## src/rtl/uart_tx_arbiter_pkg.sv

```systemverilog
// Shared constants for the UART transmit arbiter: FSM encodings and defaults.
package uart_tx_arbiter_pkg;

  localparam logic [2:0] ST_IDLE   = 3'd0;
  localparam logic [2:0] ST_ACCEPT = 3'd1;
  localparam logic [2:0] ST_START  = 3'd2;
  localparam logic [2:0] ST_WAIT   = 3'd3;
  localparam logic [2:0] ST_GAP    = 3'd4;

  localparam logic [3:0] CHAR_BITS_DEF = 4'd8;
  // Tx_en must stay low at least this long so the transmitter's edge detector re-arms.
  localparam int GAP_CYC_MIN = 2;

endpackage

```

## src/rtl/uart_tx_arbiter_rr.sv

```systemverilog
// Combinational round-robin pick: first asserted request at or after the pointer, wrapping.
module rr_arbiter #(
  parameter int NUM_REQ = 4,
  localparam int IW = $clog2(NUM_REQ)
) (
  input  logic [NUM_REQ-1:0] req_i,
  input  logic [IW-1:0]      ptr_i,
  output logic [NUM_REQ-1:0] gnt_o,
  output logic [IW-1:0]      idx_o,
  output logic               any_o
);

  logic [IW:0]   sum;
  logic [IW-1:0] jj;
  logic          found;

  always_comb begin
    gnt_o = '0;
    idx_o = '0;
    found = 1'b0;
    sum   = '0;
    jj    = '0;
    for (int k = 0; k < NUM_REQ; k++) begin
      sum = {1'b0, ptr_i} + (IW+1)'(k);
      if (sum >= (IW+1)'(NUM_REQ)) sum = sum - (IW+1)'(NUM_REQ);
      jj = sum[IW-1:0];
      if (!found && req_i[jj]) begin
        found     = 1'b1;
        gnt_o[jj] = 1'b1;
        idx_o     = jj;
      end
    end
  end

  assign any_o = |req_i;

endmodule

```

## src/rtl/uart_tx_arbiter.sv

```systemverilog
// Shares one UART transmitter between NUM_REQ byte sources; round-robin, packet-locked grants.
module uart_tx_arbiter
  import uart_tx_arbiter_pkg::*;
#(
  parameter int         NUM_REQ     = 4,
  parameter logic [3:0] CHAR_BITS   = CHAR_BITS_DEF,
  parameter int         GAP_CYC     = 4,
  parameter int         TIMEOUT_CYC = 2000000
) (
  input  logic                 Clock,
  input  logic                 Reset_n,
  input  logic [NUM_REQ-1:0]   Req_valid,
  input  logic [8*NUM_REQ-1:0] Req_data,
  input  logic [NUM_REQ-1:0]   Req_last,
  output logic [NUM_REQ-1:0]   Req_ready,
  output logic [NUM_REQ-1:0]   Grant,
  output logic                 Tx_en,
  output logic [7:0]           Message_out,
  output logic [3:0]           N_bits_out,
  input  logic                 Tx_done_in,
  output logic                 Busy,
  output logic                 Timeout_err
);

  localparam int IW    = $clog2(NUM_REQ);
  localparam int TW    = $clog2(TIMEOUT_CYC+1);
  localparam int GAP_N = (GAP_CYC < GAP_CYC_MIN) ? GAP_CYC_MIN : GAP_CYC;
  localparam int GW    = $clog2(GAP_N+1);

  logic [2:0]         state_q, state_d;
  logic [NUM_REQ-1:0] grant_q, grant_d;
  logic [IW-1:0]      gidx_q, gidx_d;
  logic [IW-1:0]      rr_q, rr_d;
  logic               lock_q, lock_d;
  logic [7:0]         msg_q, msg_d;
  logic               last_q, last_d;
  logic [TW-1:0]      tcnt_q, tcnt_d;
  logic [GW-1:0]      gcnt_q, gcnt_d;
  logic [1:0]         sync_q;
  logic               done_prev_q;
  logic               done_pulse;

  logic [NUM_REQ-1:0] arb_gnt;
  logic [IW-1:0]      arb_idx;
  logic               arb_any;
  logic [NUM_REQ-1:0] ready;
  logic               timeout;

  rr_arbiter #(.NUM_REQ(NUM_REQ)) u_rr (
    .req_i (Req_valid),
    .ptr_i (rr_q),
    .gnt_o (arb_gnt),
    .idx_o (arb_idx),
    .any_o (arb_any)
  );

  // Tx_done comes from the Tick domain; only a fresh rising edge marks a byte complete.
  assign done_pulse = sync_q[1] & ~done_prev_q;

  always_comb begin
    state_d = state_q;
    grant_d = grant_q;
    gidx_d  = gidx_q;
    rr_d    = rr_q;
    lock_d  = lock_q;
    msg_d   = msg_q;
    last_d  = last_q;
    tcnt_d  = tcnt_q;
    gcnt_d  = gcnt_q;
    ready   = '0;
    timeout = 1'b0;
    case (state_q)
      ST_IDLE: begin
        if (!lock_q && arb_any) begin
          grant_d = arb_gnt;
          gidx_d  = arb_idx;
          lock_d  = 1'b1;
          state_d = ST_ACCEPT;
        end
      end
      ST_ACCEPT: begin
        if (Req_valid[gidx_q]) begin
          ready   = grant_q;
          msg_d   = Req_data[{gidx_q, 3'b000} +: 8];
          last_d  = Req_last[gidx_q];
          state_d = ST_START;
        end
      end
      ST_START: begin
        tcnt_d  = '0;
        state_d = ST_WAIT;
      end
      ST_WAIT: begin
        if (done_pulse) begin
          gcnt_d  = '0;
          state_d = ST_GAP;
        end else if (tcnt_q == TW'(TIMEOUT_CYC-1)) begin
          // Abandon the rest of the packet so a stuck transmitter cannot hold the grant.
          timeout = 1'b1;
          last_d  = 1'b1;
          gcnt_d  = '0;
          state_d = ST_GAP;
        end else begin
          tcnt_d = tcnt_q + 1'b1;
        end
      end
      ST_GAP: begin
        if (gcnt_q == GW'(GAP_N-1)) begin
          if (last_q) begin
            rr_d    = (gidx_q == IW'(NUM_REQ-1)) ? '0 : gidx_q + 1'b1;
            grant_d = '0;
            lock_d  = 1'b0;
            state_d = ST_IDLE;
          end else begin
            state_d = ST_ACCEPT;
          end
        end else begin
          gcnt_d = gcnt_q + 1'b1;
        end
      end
      default: state_d = ST_IDLE;
    endcase
  end

  always_ff @(posedge Clock or negedge Reset_n) begin
    if (!Reset_n) begin
      state_q     <= ST_IDLE;
      grant_q     <= '0;
      gidx_q      <= '0;
      rr_q        <= '0;
      lock_q      <= 1'b0;
      msg_q       <= '0;
      last_q      <= 1'b0;
      tcnt_q      <= '0;
      gcnt_q      <= '0;
      sync_q      <= '0;
      done_prev_q <= 1'b0;
    end else begin
      state_q     <= state_d;
      grant_q     <= grant_d;
      gidx_q      <= gidx_d;
      rr_q        <= rr_d;
      lock_q      <= lock_d;
      msg_q       <= msg_d;
      last_q      <= last_d;
      tcnt_q      <= tcnt_d;
      gcnt_q      <= gcnt_d;
      sync_q      <= {sync_q[0], Tx_done_in};
      done_prev_q <= sync_q[1];
    end
  end

  assign Req_ready   = ready;
  assign Grant       = grant_q;
  assign Tx_en       = (state_q == ST_START);
  assign Message_out = msg_q;
  assign N_bits_out  = CHAR_BITS;
  assign Busy        = (state_q != ST_IDLE);
  assign Timeout_err = timeout;

endmodule

```

## config.mk

```make
export PLATFORM = sky130hd
export DESIGN_NAME = uart_tx_arbiter
export DESIGN_NICKNAME = d
export VERILOG_FILES = /design/src/rtl/uart_tx_arbiter_pkg.sv /design/src/rtl/uart_tx_arbiter_rr.sv /design/src/rtl/uart_tx_arbiter.sv
export SDC_FILE = /design/constraint.sdc
export NUM_CORES = 1
export LEC_CHECK = 0
export CAP_MARGIN = 0
export CORE_MARGIN = 2
export CORE_UTILIZATION = 55
export DETAILED_ROUTE_END_ITERATION = 6
export GPL_ROUTABILITY_DRIVEN = 1
export PLACE_DENSITY_LB_ADDON = 0.3
export SKIP_LAST_GASP = 1
export SLEW_MARGIN = 10
export SYNTH_ARGS = -nofsm -noshare
export SYNTH_HDL_FRONTEND = slang
export SYNTH_SLANG_ARGS = --single-unit
export TNS_END_PERCENT = 30
```

## constraint.sdc

```tcl
create_clock -name Clock -period 8.3 [get_ports Clock]
set_clock_uncertainty 0.2 [all_clocks]
set_input_delay 2.075 -clock Clock [delete_from_list [all_inputs] [get_ports Clock]]
set_output_delay 2.075 -clock Clock [all_outputs]
set_load 0.05 [all_outputs]
```

==> results_dict.tcl <==
set metrics [dict create \
    outcome "finished, final reports clean" \
    clkTransAtPathRegs_ns 0.08 \
    die_area_um2 6201 \
    die_h_um 78.75 \
    finalSetupViolCount 0 \
    yosysSeqAreaShare_pct 39.09 \
    clk_latency_ns 0.30 \
    slew_headroom_pct 48.48 \
    ir_worst_vdd_mv 0.1637 \
    p_leak_nw 1.508 \
    hpwlAfterDp_mm 4.957 \
    first_iter_violations 227 \
    drv_slew 0 \
    cts.path.max_buffers 2 \
    path_cells "clkdlybuf4s50_1 -> mux4_2 -> nand3b_1 -> nor2_1 -> and2_1 -> clkdlybuf4s50_1" \
    place.gp.congestion 0.8739 \
    drt.antenna.violating_nets 0 \
    clkPwrFrac_pct 18.4 \
    startpoint_type "primary input" \
    path_common_cell "clkdlybuf4s50_1" \
    pwr-share-seq_pct 33.6 \
    p_int_uw 630.1 \
    overflow 0 \
    arrival_ns 4.48 \
    critical_path.endpoint_type "primary output" \
    core-area_um2 5439 \
    ys_ff_latch 48 \
    yosys-top-cells-area "dfrtp_1 (39%), mux4_2 (8.8%), ha_1 (4.9%)" \
    cts.sinks 48 \
    max_stage_delay_ns 0.81 \
    hold_path_class "register to register" \
    hold_buffers 0 \
    grt_pass1_vias 2516 \
    rsz0062_at_grt "no" \
    cts-resized-gates 0 \
    postCtsSetupRepairBufs 0 \
    final_cell_mix "clkdlybuf4s50_1 (60), dfrtp_1 (48), nand2_1 (25)" \
    start_util_pct 56.50 \
    pwr-share-comb_pct 48.0 \
    synth_warnings 0 \
    synth_area_um2 3073 \
    htree_levels 2 \
    fmax_ghz 0.1480 \
    boundaryPins 66 \
    clockRootBuffer "clkbuf_8" \
    antenna_found_initial 0 \
    cts_tree "done" \
    crit_slowest_cell "clkdlybuf4s50_1" \
    yosys_most_used_dff "dfrtp_1" \
    synth-async-reset-ratio_pct 100.0 \
    post-route-period-util_pct 81.43 \
    final_nets 407 \
    viasPerCell 6.068 \
    synth_area_leader_cell "dfrtp_1" \
    synth_top_area_share_pct 39.09 \
    min_period_ns 6.759 \
    wl_mm 7.039 \
    cap_violations 0 \
    die_w_um 78.75 \
    worst_slew_pin_slew_ns 0.7513 \
    required_ns 6.03 \
    avgSynthCellArea_um2 10.24 \
    grt_first_pass_wirelength_mm 11.74 \
    p_switching_uw 442.2 \
    drc_errors 0 \
    final_util_pct 69.63 \
    vias 2573 \
    groute.usage.overall_pct 23.87 \
    layout_commonest_cell "clkdlybuf4s50_1" \
    grt_max_degree 49 \
    antenna_cells 0 \
    p_per_area_nw_per_um2 283.1 \
    fin_setup_tns_ns 0 \
    synthToLayoutAreaGrowth_pct 23.25 \
    yosysUniqueCellTypes 54 \
    dp.cells 417 \
    wl_per_cell_um 16.60 \
    port_buffers 61 \
    dr.pass1.iters 4 \
    p_total_mw 1.072 \
    synth_edf_count 0 \
    cts_buffers 5 \
    layout-drive-gt1-share_pct 11.65 \
    rows 27 \
    final_hold_viol_count 0 \
    critPathKind "primary input to primary output" \
    swShare_pct 41.24 \
    path_max_fanout 9 \
    fin_cells 424 \
    synthCells 300 \
]
[flip-flops by register name (all words and copies together) (netlist names)]
register     cells
sync_q           2
rr_q             2
state_q          3
Message_out      8
lock_q           1
tcnt_q          21
gcnt_q           3
gidx_q           2
last_q           1
Grant            4
done_prev_q      1
[power groups by stage]
stage / combinational, mW / clock, mW / sequential [mW]
after detailed placement: 0.512 / 0 / 0.365
after CTS: 0.516 / 0.201 / 0.362
after global placement: 0.502 / 0 / 0.363
after floorplan: 0.303 / 0 / 0.429
after global routing: 0.546 / 0.211 / 0.374
final: 0.515 / 0.197 / 0.361
[worst max-delay path, delay by kind of cell]
kind	cells	cell delay (ns)
mux	1	0.32
simple gates	3	0.63
buf+inv	2	1.45
[per-stage QoR]
stage / hold WS, ns / worst slack (ns) / area [um^2]
after floorplan: 0.1312 / 2.444 / 3080
after global placement: 0.1310 / 1.665 / 3659
after detailed placement: 0.1409 / 1.570 / 3659
after CTS: 0.1618 / 1.542 / 3787
after global routing: 0.1779 / 1.408 / 3787
final: 0.1585 / 1.541 / 3787
[final cells by class]
| type | instances | area, um^2 |
|---|---|---|
| Clock buffer | 5 | 68.82 |
| Clock inverter | 2 | 60.06 |
| Fill cell | 395 | 1652 |
| Inverter | 11 | 43.79 |
| Multi-Input combinational cell | 223 | 1703 |
| Sequential cell | 48 | 1201 |
| Tap cell | 72 | 90.09 |
| Timing Repair Buffer | 63 | 620.6 |
[kinds of logic (layout without fill, tap and decap cells)]
kind of cell	count (synthesis)	after routing	synth area share, %
AO/OA/AOI/OAI	69	69	15.19
adder cells (fa/ha/maj)	12	12	4.886
buffers and inverters	31	81	5.741
flip-flops	48	48	39.09
multiplexers	30	30	15.07
other	2	4	0.2444
AND/OR/NAND/NOR	108	108	19.79
[final timing paths]
| path | end | slack, ns | start | cells after the start |
|---|---|---|---|---|
| max in group asynchronous | tcnt_q[19]$_DFFE_PN0P_ | 5.83 | Reset_n | 2 |
| min in group asynchronous | tcnt_q[12]$_DFFE_PN0P_ | 1.66 | Reset_n | 2 |
| worst max-delay path | Req_ready[0] | 1.54 | Req_valid[2] | 6 |
| worst min register to register | sync_q[1]$_DFF_PN0_ | 0.16 | sync_q[0]$_DFF_PN0_ | 0 |
| worst max register to register | Grant[3]$_DFFE_PN0P_ | 5.10 | rr_q[0]$_DFFE_PN0P_ | 6 |
| worst min-delay path | sync_q[1]$_DFF_PN0_ | 0.16 | sync_q[0]$_DFF_PN0_ | 0 |
[Yosys cell counts, types with 9 or more instances]
cell type and instances:
nand2_1 25, o21ai_0 19, nand3_1 9, or3_1 9
nor3_1 9, inv_1 10, mux2_2 10, nor2_1 17
a21oi_1 14, ha_1 12, dfrtp_1 48, mux4_2 12
[routing by layer]
| metal | global-route usage, % | share of wire [%] | up-vias |
|---|---|---|---|
| li1 | - | - | 1214 |
| met1 | 31.45 | 43 | 1261 |
| met2 | 39.91 | 50 | 93 |
| met3 | 5.341 | 6.2 | 5 |
| met4 | 6.491 | 0.99 | 0 |
| met5 | 0 | 0 | - |
(Power assumes the default switching activity.)
